`src/rtl/serial_adder_pkg.sv`:
```
// Shared types and constants for the bit-serial adder.
package serial_adder_pkg;

  typedef enum logic [1:0] {
    IDLE  = 2'd0,
    SHIFT = 2'd1,
    DONE  = 2'd2
  } state_t;

  localparam int DEFAULT_WIDTH = 4;

endpackage

```
`src/rtl/serial_adder_full_adder.sv`:
```
// One-bit full adder used by the serial adder datapath.
module full_adder (
  input  logic a,
  input  logic b,
  input  logic cin,
  output logic s,
  output logic cout
);

  assign s    = a ^ b ^ cin;
  assign cout = (a & b) | (a & cin) | (b & cin);

endmodule

```
`src/rtl/serial_adder.sv`:
```
// Bit-serial adder: LSB-first add of x+y+cin over WIDTH cycles with one full adder.
// Optional signed-overflow output enabled by macro SERIAL_ADDER_OVF_EN.
module serial_adder
  import serial_adder_pkg::*;
#(
  parameter int WIDTH = DEFAULT_WIDTH
) (
  input  logic             clk,
  input  logic             rst,
  input  logic             start,
  input  logic [WIDTH-1:0] x,
  input  logic [WIDTH-1:0] y,
  input  logic             cin,
  output logic             ready,
  output logic             busy,
  output logic             done,
`ifdef SERIAL_ADDER_OVF_EN
  output logic             ovf,
`endif
  output logic [WIDTH-1:0] sum,
  output logic             cout
);

  localparam int CNT_W = $clog2(WIDTH + 1);
  localparam logic [CNT_W-1:0] LAST_BIT = CNT_W'(WIDTH - 1);

  state_t           r_state;
  logic [CNT_W-1:0] r_cnt;
  logic [WIDTH-1:0] r_a;
  logic [WIDTH-1:0] r_b;
  logic [WIDTH-1:0] r_acc;
  logic             r_carry;
  logic [WIDTH-1:0] r_sum;
  logic             r_cout;
  logic             r_ready;
  logic             r_busy;
  logic             r_done;
`ifdef SERIAL_ADDER_OVF_EN
  logic             r_ovf;
`endif

  logic w_s;
  logic w_c;

  full_adder u_fa (
    .a    (r_a[0]),
    .b    (r_b[0]),
    .cin  (r_carry),
    .s    (w_s),
    .cout (w_c)
  );

  // Partial sum builds in r_acc; r_sum/r_cout only move when a result is
  // complete, so the visible result holds through IDLE and SHIFT.
  always_ff @(posedge clk) begin
    if (rst) begin
      r_state <= IDLE;
      r_cnt   <= '0;
      r_a     <= '0;
      r_b     <= '0;
      r_acc   <= '0;
      r_carry <= 1'b0;
      r_sum   <= '0;
      r_cout  <= 1'b0;
      r_ready <= 1'b1;
      r_busy  <= 1'b0;
      r_done  <= 1'b0;
`ifdef SERIAL_ADDER_OVF_EN
      r_ovf   <= 1'b0;
`endif
    end else begin
      case (r_state)
        IDLE: begin
          r_done <= 1'b0;
          if (start) begin
            r_a     <= x;
            r_b     <= y;
            r_carry <= cin;
            r_cnt   <= '0;
            r_state <= SHIFT;
            r_ready <= 1'b0;
            r_busy  <= 1'b1;
          end
        end
        SHIFT: begin
          r_a     <= r_a >> 1;
          r_b     <= r_b >> 1;
          r_acc   <= {w_s, r_acc[WIDTH-1:1]};
          r_carry <= w_c;
          r_cnt   <= r_cnt + CNT_W'(1);
          if (r_cnt == LAST_BIT) begin
`ifdef SERIAL_ADDER_OVF_EN
            // Carry into the MSB is the stored carry on the last bit.
            r_ovf   <= r_carry ^ w_c;
`endif
            r_state <= DONE;
            r_busy  <= 1'b0;
          end
        end
        DONE: begin
          r_sum   <= r_acc;
          r_cout  <= r_carry;
          r_done  <= 1'b1;
          r_ready <= 1'b1;
          r_state <= IDLE;
        end
        default: begin
          r_state <= IDLE;
          r_ready <= 1'b1;
          r_busy  <= 1'b0;
          r_done  <= 1'b0;
        end
      endcase
    end
  end

  assign ready = r_ready;
  assign busy  = r_busy;
  assign done  = r_done;
  assign sum   = r_sum;
  assign cout  = r_cout;
`ifdef SERIAL_ADDER_OVF_EN
  assign ovf   = r_ovf;
`endif

endmodule

```
`config.mk`:
```
export PLATFORM = sky130hd
export DESIGN_NAME = serial_adder
export DESIGN_NICKNAME = d
export VERILOG_FILES = /design/src/rtl/serial_adder_pkg.sv /design/src/rtl/serial_adder_full_adder.sv /design/src/rtl/serial_adder.sv
export SDC_FILE = /design/constraint.sdc
export NUM_CORES = 1
export LEC_CHECK = 0
export ABC_AREA = 1
export CAP_MARGIN = 20
export CORE_MARGIN = 2
export CORE_UTILIZATION = 49
export CTS_CLUSTER_SIZE = 20
export DETAILED_ROUTE_END_ITERATION = 6
export PLACE_DENSITY_LB_ADDON = 0.15
export SYNTH_ARGS = -nofsm -noshare
export SYNTH_HDL_FRONTEND = slang
export SYNTH_SLANG_ARGS = --single-unit
```
`constraint.sdc`:
```
create_clock -name clk -period 1.23 [get_ports clk]
set_input_delay 0.1845 -clock clk [delete_from_list [all_inputs] [get_ports clk]]
set_output_delay 0.1845 -clock clk [all_outputs]
set_load 0.01 [all_outputs]
```
==> run summary, run 1 <==
# nets final: 182
Compound-Gate Fraction of Synth Area: 16.1%
Period utilization: 97.7%
Fin. Hold Viols: 0
Clock transition at the registers of the reported paths: 0.14 ns
Worst setup SP type: flip-flop
Synthesis warning total: 0
Post-synthesis simple-gate area fraction: 22.8%
Maximum fanout along the worst path: 2
HP Class: in2reg
Wire per inst: 10.8 um
I/O pins: 20
Initial DRC count: 22
CP Capture Type: flip-flop
Largest net degree at the start of global routing: 18
Vias per cell: 5.04
Max Slew Vio Count: 0
CTS Buffer Depth: 2
Setup violations, final: 0
Detailed Place HPWL: 1.57 mm
M2 GR Usage: 33.1%
Sequential area share after synthesis: 49.5%
Die Area: 2530 um^2
WP data required: 1.48 ns
Largest family of logic cells by synthesized area: simple AND/OR/NAND/NOR gates
Initial Util: 52.6%
Die Y: 50.3 um
Total number of vias: 972
Clk root buf: clkbuf_4
Fin cells: 193
Mapped Area: 1050 um^2
Max IR drop VDD: 0.937 mV
# diodes: 0
Total Wirelength: 2.08 mm
Pre-CTS WS: -0.164 ns
Crit path time final: 1.20 ns
# H-tree levels: 1
Met3 usage in global routing: 2.98%
RSZ-0062 raised after global routing: true
Outcome: finished clean
Post-Synthesis Cells: 140
PD cells: 1260 nW/um^2
Multi-input combinational cell area: 462 um^2
Worst setup margin: 0.0284 ns
Fill cell count: 187
R2R Setup Slk: 0.03 ns
Maxcap violations: 0
DRC viols: 0
CP Class: reg2reg
First drt pass iteration count: 4
Area Overhead vs Synth: 27.5%
Final Core Density: 67.0%
#FFs+latches synth: 26
Total core area: 2000 um^2
CTS Buf Count: 3
FMAX: 832 MHz
Hold path depth: 3
Arr. time, crit path: 1.45 ns
Vias in the first global route: 900
CTS tree: built
Met1 global-route usage: 21.4%
Adder-cell share of the synthesized area: 4.28%
XOR/XNOR Fraction of Synth Area: 0%
Worst reg2reg path depth: 5
Rows: 16
Mux cell area share after synthesis: 0%
First-pass GRT wire length: 3.59 mm
Placed cells: 188
Share of cells above drive strength 1: 12.7%
Leakage Power: 0.000616 uW
GR Util All Layers: 18.4%
Final clock skew: 0.00147 ns
Mapped Nets: 155
Global route total overflow: 0
Netlist cell types: 17
Die X-Extent: 50.3 um
Routability cong.: 0.800
Clk sinks: 26
Gr busiest metal: met2
Worst-margin pin slew: 0.419 ns
FF+latch area: 524 um^2
Syn_area_per_cell: 7.52 um^2
Max-slew headroom: 72.1%
Port Buf Inserts: 19
Final antenna-violating net count: 0
Clock latency on the worst-skew pair: 0.31 ns
Initial antenna violation count: 0
[cell usage in the layout, fill, tap and decap left out]
cell type,netlist,routed
nand3_1,3,3
clkbuf_4,0,3
a21oi_1,13,13
dlygate4sd2_1,0,8
buf_4,2,7
dfxtp_1,26,23
ha_2,0,1
o21ai_2,1,1
ha_1,2,1
nand2_2,2,2
clkdlybuf4s50_1,0,11
dfxtp_2,0,3
inv_2,2,2
clkbuf_8,0,1
nand2_1,30,30
nor2_4,0,1
o21ai_1,3,3
nor2_1,23,23
o21ai_0,16,16
inv_1,12,12
fa_1,1,1
nand3b_1,1,1
[layout make-up]
cell class / instances / area share [%]
Timing Repair Buffer: 26 / 17.4
Clock buffer: 4 / 2.71
Inverter: 14 / 3.92
Multi-Input combinational cell: 96 / 34.4
Tap cell: 27 / 2.52
Sequential cell: 26 / 39.1
[synthesized netlist by cell type]
cell	number	area (um^2)
a21oi_1	13	65.1
buf_2	2	10.0
buf_4	2	15.0
dfxtp_1	26	521
fa_1	1	20.0
ha_1	2	25.0
inv_1	12	45.0
inv_2	2	7.51
nand2_1	30	113
nand2_2	2	12.5
nand3_1	3	15.0
nand3b_1	1	7.51
nor2_1	23	86.3
nor2_2	1	6.26
o21ai_0	16	80.1
o21ai_1	3	15.0
o21ai_2	1	8.76
[report_power, final]
group	switching [uW]	total, uW	internal (uW)
Combinational	168	311	143
Sequential	44.1	955	911
Clock	244	425	181
Total	457	1690	1230
[flip-flops by register name, summed over array words and instances, names as in the netlist]
register / flops
r_a: 4
r_acc: 4
r_b: 4
sum: 4
r_cnt: 3
r_state: 2
busy: 1
cout: 1
done: 1
r_carry: 1
ready: 1
[logic make-up after synthesis]
family | Yosys count
AO/OA/AOI/OAI | 33
adder cells (fa/ha/maj) | 3
flip-flops | 26
buffers and inverters | 18
AND/OR/NAND/NOR | 60
[routing by layer]
layer | wire, um | vias up
met5 | 0 | -
met4 | 13 | 0
met3 | 72 | 2
met2 | 1060 | 15
met1 | 930 | 453
li1 | - | 502
[stage by stage]
step                total power [uW]  hold WS (ns)  instance area, um^2   TNS, ns
CTS                             1700         0.410                 1320         0
detailed placement              1280         0.452                 1300     -1.83
finish                          1690         0.412                 1340         0
global placement                1270         0.444                 1300     -1.28
global route                    1780         0.430                 1340  -0.00985
floorplan                       1150         0.332                 1050         0
[worst max-delay path, stage by stage, from the launching register on]
cell,delay (ns)
dfxtp_1,0.34
ha_2,0.18
ha_1,0.16
nand3b_1,0.18
buf_4,0.16
a21oi_1,0.12
[final timing paths]
| check | end | startpoint |
|---|---|---|
| worst max register to register | r_state[0]$_SDFFE_PP0P_ | r_cnt[1]$_SDFFE_PP0P_ |
| worst min register to register | r_cnt[0]$_SDFFE_PP0P_ | r_cnt[0]$_SDFFE_PP0P_ |
| worst min-delay path | r_a[3]$_SDFFE_PP0P_ | x[3] |
| worst max-delay path | r_state[0]$_SDFFE_PP0P_ | r_cnt[1]$_SDFFE_PP0P_ |
[repair_timing]
action                                  4_1_cts  5_1_grt
gates resized for setup                       9        4
setup buffers                                 0        1
endpoints found under the setup margin        9        8
pin swaps                                     0        1
hold buffers                                  0        0
Note: power is estimated with default switching activity, not from simulation.
==> run 2: changes to the inputs <==
--- a/config.mk
+++ b/config.mk
@@ -6,12 +6,12 @@
 export NUM_CORES = 1
 export LEC_CHECK = 0
 export ABC_AREA = 1
-export CAP_MARGIN = 20
 export CORE_MARGIN = 2
 export CORE_UTILIZATION = 49
 export CTS_CLUSTER_SIZE = 20
 export DETAILED_ROUTE_END_ITERATION = 6
 export PLACE_DENSITY_LB_ADDON = 0.15
+export SLEW_MARGIN = 25
 export SYNTH_ARGS = -nofsm -noshare
 export SYNTH_HDL_FRONTEND = slang
 export SYNTH_SLANG_ARGS = --single-unit
==> results of run 2 <==
Final layout, timing and power as in run 1 (identical DEF).
==> edit 1: new RTL, config.mk and constraints of run 1 <==
`DEFAULT_WIDTH`: 4 -> 2.
--- a/src/rtl/serial_adder_pkg.sv
+++ b/src/rtl/serial_adder_pkg.sv
@@ -7,7 +7,7 @@
     DONE  = 2'd2
   } state_t;
 
-  localparam int DEFAULT_WIDTH = 4;
+  localparam int DEFAULT_WIDTH = 2;
 
 endpackage
 
Ports: changed (resized sum, x and y); port bits go from 20 to 14. No check against the original RTL was run, so the function may have changed too.
==> edit 1 against run 1 <==
  * Cell area shrank 33%
  * Sequential cell count shrank 9
  * Highest routed layer unchanged
  * Total power shrank 35%
  * Utilization grew 0.54 points
  * Critical endpoint is now r_acc[1]$_SDFFE_PP0P_
  * Synthesized area shrank 31%
  * Setup slack gained 0.094 ns
  * Wire length shrank 41%
==> edit 1: results (changes against run 1) <==
* Outcome: complete, no violations (unchanged)
* Share of the clock period used by the worst path at 0.901 (was 0.977)
* Post-DP Area at 881 um^2 (was 1300 um^2)
* Mean number of vias per cell at 4.92 (was 5.04)
* Clock transition at the registers of the reported paths at 0.10 ns (was 0.14 ns)
* Wire length per cell at 9.94 um (was 10.8 um)
* Net count of the mapped netlist at 101 (was 155)
* Gp weighted congestion at 0.863 (was 0.800)
* Post-route worst hold slack at 0.460 ns (was 0.412 ns)
* Peak VDD IR at 0.000631 V (was 0.000937 V)
* Dominant cells by area after synthesis: dfxtp_1 (47%), nand2_1 (11%), nor2_1 (6.8%) (was dfxtp_1 (49%), nand2_1 (11%), nor2_1 (8.2%))
* Post-layout net count at 120 (was 182)
* Input/output buffers at 13 (was 19)
* Worst setup timing slack at the placement stage at -0.00832 ns (was -0.164 ns)
* Via count of the first global-routing pass at 536 (was 900)
* Number of distinct library cell variants in the gate-level netlist after synthesis at 18 (was 17)
* Endpoint of the most critical register-to-register path: r_acc[1]$_SDFFE_PP0P_ (was r_state[0]$_SDFFE_PP0P_)
* Arrival time at the worst endpoint at 1.30 ns (was 1.45 ns)
* Share of cells above drive strength 1 at 0.174 (was 0.127)
* Fill count at 122 (was 187)
* Hold wc startpoint: y[1] (was x[3])
* Measured slew at the worst slew-check pin at 0.230 ns (was 0.419 ns)
* Ys Warns at 0 (unchanged)
* Launching instance or port of the critical path: r_b[0]$_SDFFE_PP0P_ (was r_cnt[1]$_SDFFE_PP0P_)
* Average cell area after synthesis at 7.93 um^2 (was 7.52 um^2)
* Total global routing track utilization at 0.159 (was 0.184)
* Reported leakage power at 0.420 nW (was 0.616 nW)
* Top cells by instance count after synthesis: nand2_1 (21), dfxtp_1 (17), nor2_1 (13) (was nand2_1 (30), dfxtp_1 (26), nor2_1 (23))
* Initial DRC count at 10 (was 22)
* Worst-skew pair later-pin latency at 0.28 ns (was 0.31 ns)
* FF-to-FF path depth at 3 (was 5)
* Clock skew at 0.00143 ns (was 0.00147 ns)
* Post-DP HPWL at 969 um (was 1570 um)
* Reg-to-reg setup timing slack at 0.12 ns (was 0.03 ns)
* Endpoint, Worst Hold: r_b[1]$_SDFFE_PP0P_ (was r_a[3]$_SDFFE_PP0P_)
* Wirelength, routed at 1230 um (was 2080 um)
* Number of buffers created by CTS at 3 (unchanged)
* Cell at the root of the clock tree: clkbuf_4 (unchanged)
==> edit 1: cell types whose count changed in the layout (fill, tap and decap cells not counted), moves of 4 or more <==
cell,change
a21oi_2,+4
a21oi_1,-8
inv_1,-5
o21ai_0,-10
clkdlybuf4s50_1,-4
nor2_1,-10
dfxtp_1,-6
nand2_1,-9
buf_4,-5
==> edit 1: cell type report <==
class | instances | area (um^2) | area share
tap | 15 | 18.8 | 0.0208
sequential | 17 | 340 | 0.378
clock inverter | 1 | 5.00 | 0.00556
multi-input combinational | 63 | 335 | 0.372
clock buffer | 3 | 22.5 | 0.0250
timing repair buffer | 15 | 138 | 0.153
inverter | 10 | 41.3 | 0.0458
==> edit 1: repair_timing <==
| item | CTS | global route |
|---|---|---|
| hold buffers | 0 | 0 |
| gates resized for setup | 6 | 0 |
| buffers inserted | 0 | 0 |
| endpoints found under the setup margin | 6 | 0 |
==> edit 1: layer usage <==
layer | global-route usage | vias to the layer above | routed length [um]
met1 | 0.208 | 268 | 608
met2 | 0.249 | 15 | 541
li1 | - | 323 | -
met4 | 0.0563 | 0 | 23
met5 | 0 | - | 0
met3 | 0.0431 | 4 | 58
==> edit 1: cells by family (layout without fill, tap and decap cells) <==
family | count (synthesis) | in the layout | share of synthesized area
simple gates | 46 | 46 | 0.295
buf+inv | 11 | 29 | 0.0641
compound gates | 15 | 15 | 0.125
fa+ha+maj | 2 | 2 | 0.0451
flops | 17 | 17 | 0.471
==> edit 1: power breakdown <==
part           total [mW]  switching, mW  internal (mW)
Clock               0.289          0.169          0.121
Combinational       0.201          0.111         0.0895
Sequential          0.616         0.0272          0.589
Total                1.11          0.307          0.799
==> edit 1: worst max-delay path: stages (launching register included) <==
cell and delay, ns:
dfxtp_1 0.39, fa_1 0.42, o21ai_0 0.16, nor2_1 0.05
==> edit 2: new RTL, config.mk and constraints of run 1 <==
Without the edit above. The 3 states of `state_t` get a one-hot encoding in 3 bits.
--- a/src/rtl/serial_adder_pkg.sv
+++ b/src/rtl/serial_adder_pkg.sv
@@ -1,10 +1,10 @@
 // Shared types and constants for the bit-serial adder.
 package serial_adder_pkg;
 
-  typedef enum logic [1:0] {
-    IDLE  = 2'd0,
-    SHIFT = 2'd1,
-    DONE  = 2'd2
+  typedef enum logic [2:0] {
+    IDLE  = 3'b001,
+    SHIFT = 3'b010,
+    DONE  = 3'b100
   } state_t;
 
   localparam int DEFAULT_WIDTH = 4;
Formal check against the unedited RTL: same outputs for any inputs over 10 cycles, from zero or initial values and one cycle with rst high; not proved beyond that.
==> edit 2 against run 1 <==
  * Cell area is 6.6% higher
  * Sequential cell count is 1 higher
  * Wire length is 11% higher
  * Setup slack better by 0.034 ns
  * Hold slack better by 0.052 ns
  * Critical path depth is 2 lower
  * Synthesized area is 5.2% higher
  * Utilization is 1.1 points lower
  * Critical path type unchanged
  * Combinational power is 22% lower
  * Sequential share of layout area is 0.77 points lower
  * Total power is 7.1% lower
==> edit 2: results (changes against run 1) <==
* Met3 track utilization from global routing at 0.0374 (was 0.0298)
* Mean number of vias per cell at 5.04 (about the same)
* Endpoint, Worst Hold: r_b[3]$_SDFFE_PP0P_ (was r_a[3]$_SDFFE_PP0P_)
* Number of standard cells in the final layout excluding fillers at 197 (was 193)
* Reg-to-reg setup timing slack at 0.06 ns (was 0.03 ns)
* Power consumed by sequential cells at 945 uW (was 955 uW)
* Sum of internal, switching and leakage power at 1.57 mW (was 1.69 mW)
* Top routing layer in use: met3 (was met4)
* Largest delay contributor family on the critical path: adder cells (was flip-flops)
* Maximum fanout along the worst path at 3 (was 2)
* Reported leakage power at 0.649 nW (was 0.616 nW)
* Outcome: complete, no violations (unchanged)
* Post-layout net count at 185 (was 182)
* Clock skew at 0.00265 ns (was 0.00147 ns)
* Stage delay of the slowest cell on the critical path at 0.55 ns (was 0.34 ns)
* Share of cells above drive strength 1 at 0.201 (was 0.127)
* Arrival time at the worst endpoint at 1.43 ns (was 1.45 ns)
* Fraction of the yosys area taken by sequential cells at 0.488 (was 0.495)
* Via count of the first global-routing pass at 935 (was 900)
* Cells after synthesis at 141 (was 140)
* FF-to-FF path depth at 3 (was 5)
* Worst setup timing slack at the placement stage at -0.0866 ns (was -0.164 ns)
* Met2 track demand over resource at 0.331 (about the same)
* Wire length per cell at 11.7 um (was 10.8 um)
* Routed wire length on met2 at 1130 um (was 1060 um)
* Post-DP HPWL at 1670 um (was 1570 um)
* Dominant cells by area after synthesis: dfxtp_1 (49%), nand2_1 (8.5%), o21ai_0 (7.7%) (was dfxtp_1 (49%), nand2_1 (11%), nor2_1 (8.2%))
* Switching portion of total power at 0.265 (was 0.270)
* Post-route worst hold slack at 0.464 ns (was 0.412 ns)
* Relative max-transition margin at 0.848 (was 0.721)
* Share of the clock period used by the worst path at 0.949 (was 0.977)
* Cell count of the worst hold path at 2 (was 3)
* Hold wc startpoint: r_b[3]$_SDFFE_PP0P_ (was x[3])
* Combinational fraction of design power at 0.155 (was 0.184)
* Gp weighted congestion at 0.728 (was 0.800)
* Peak VDD IR at 0.000766 V (was 0.000937 V)
* Pin count of the biggest net entering global routing at 17 (was 18)
* Met1 Usage GRT at 0.246 (was 0.214)
## edit 2: cell count changes after synthesis, sizes merged
| cell | before | now |
|---|---|---|
| nor2 | 24 | 21 |
| a21oi | 13 | 12 |
| o22ai | 0 | 2 |
| inv | 14 | 16 |
| nand3 | 3 | 6 |
| nand3b | 1 | 0 |
| nand2 | 32 | 28 |
| o21ai | 20 | 21 |
| nor4 | 0 | 1 |
| dfxtp | 26 | 27 |
## edit 2: layout make-up
cell class	instances	area share
inverters	16	0.0455
well taps	28	0.0245
clock inverters	1	0.00525
clock buffers	3	0.0157
multi-input cells	95	0.358
flip-flops and latches	27	0.383
repair buffers	27	0.168
## edit 2: kinds of logic after synthesis
kind of cell | count (synthesis) | synth area share
AO/OA/AOI/OAI | 35 | 0.160
adder cells (fa/ha/maj) | 3 | 0.0407
buffers and inverters | 20 | 0.0847
flip-flops | 27 | 0.488
AND/OR/NAND/NOR | 56 | 0.226
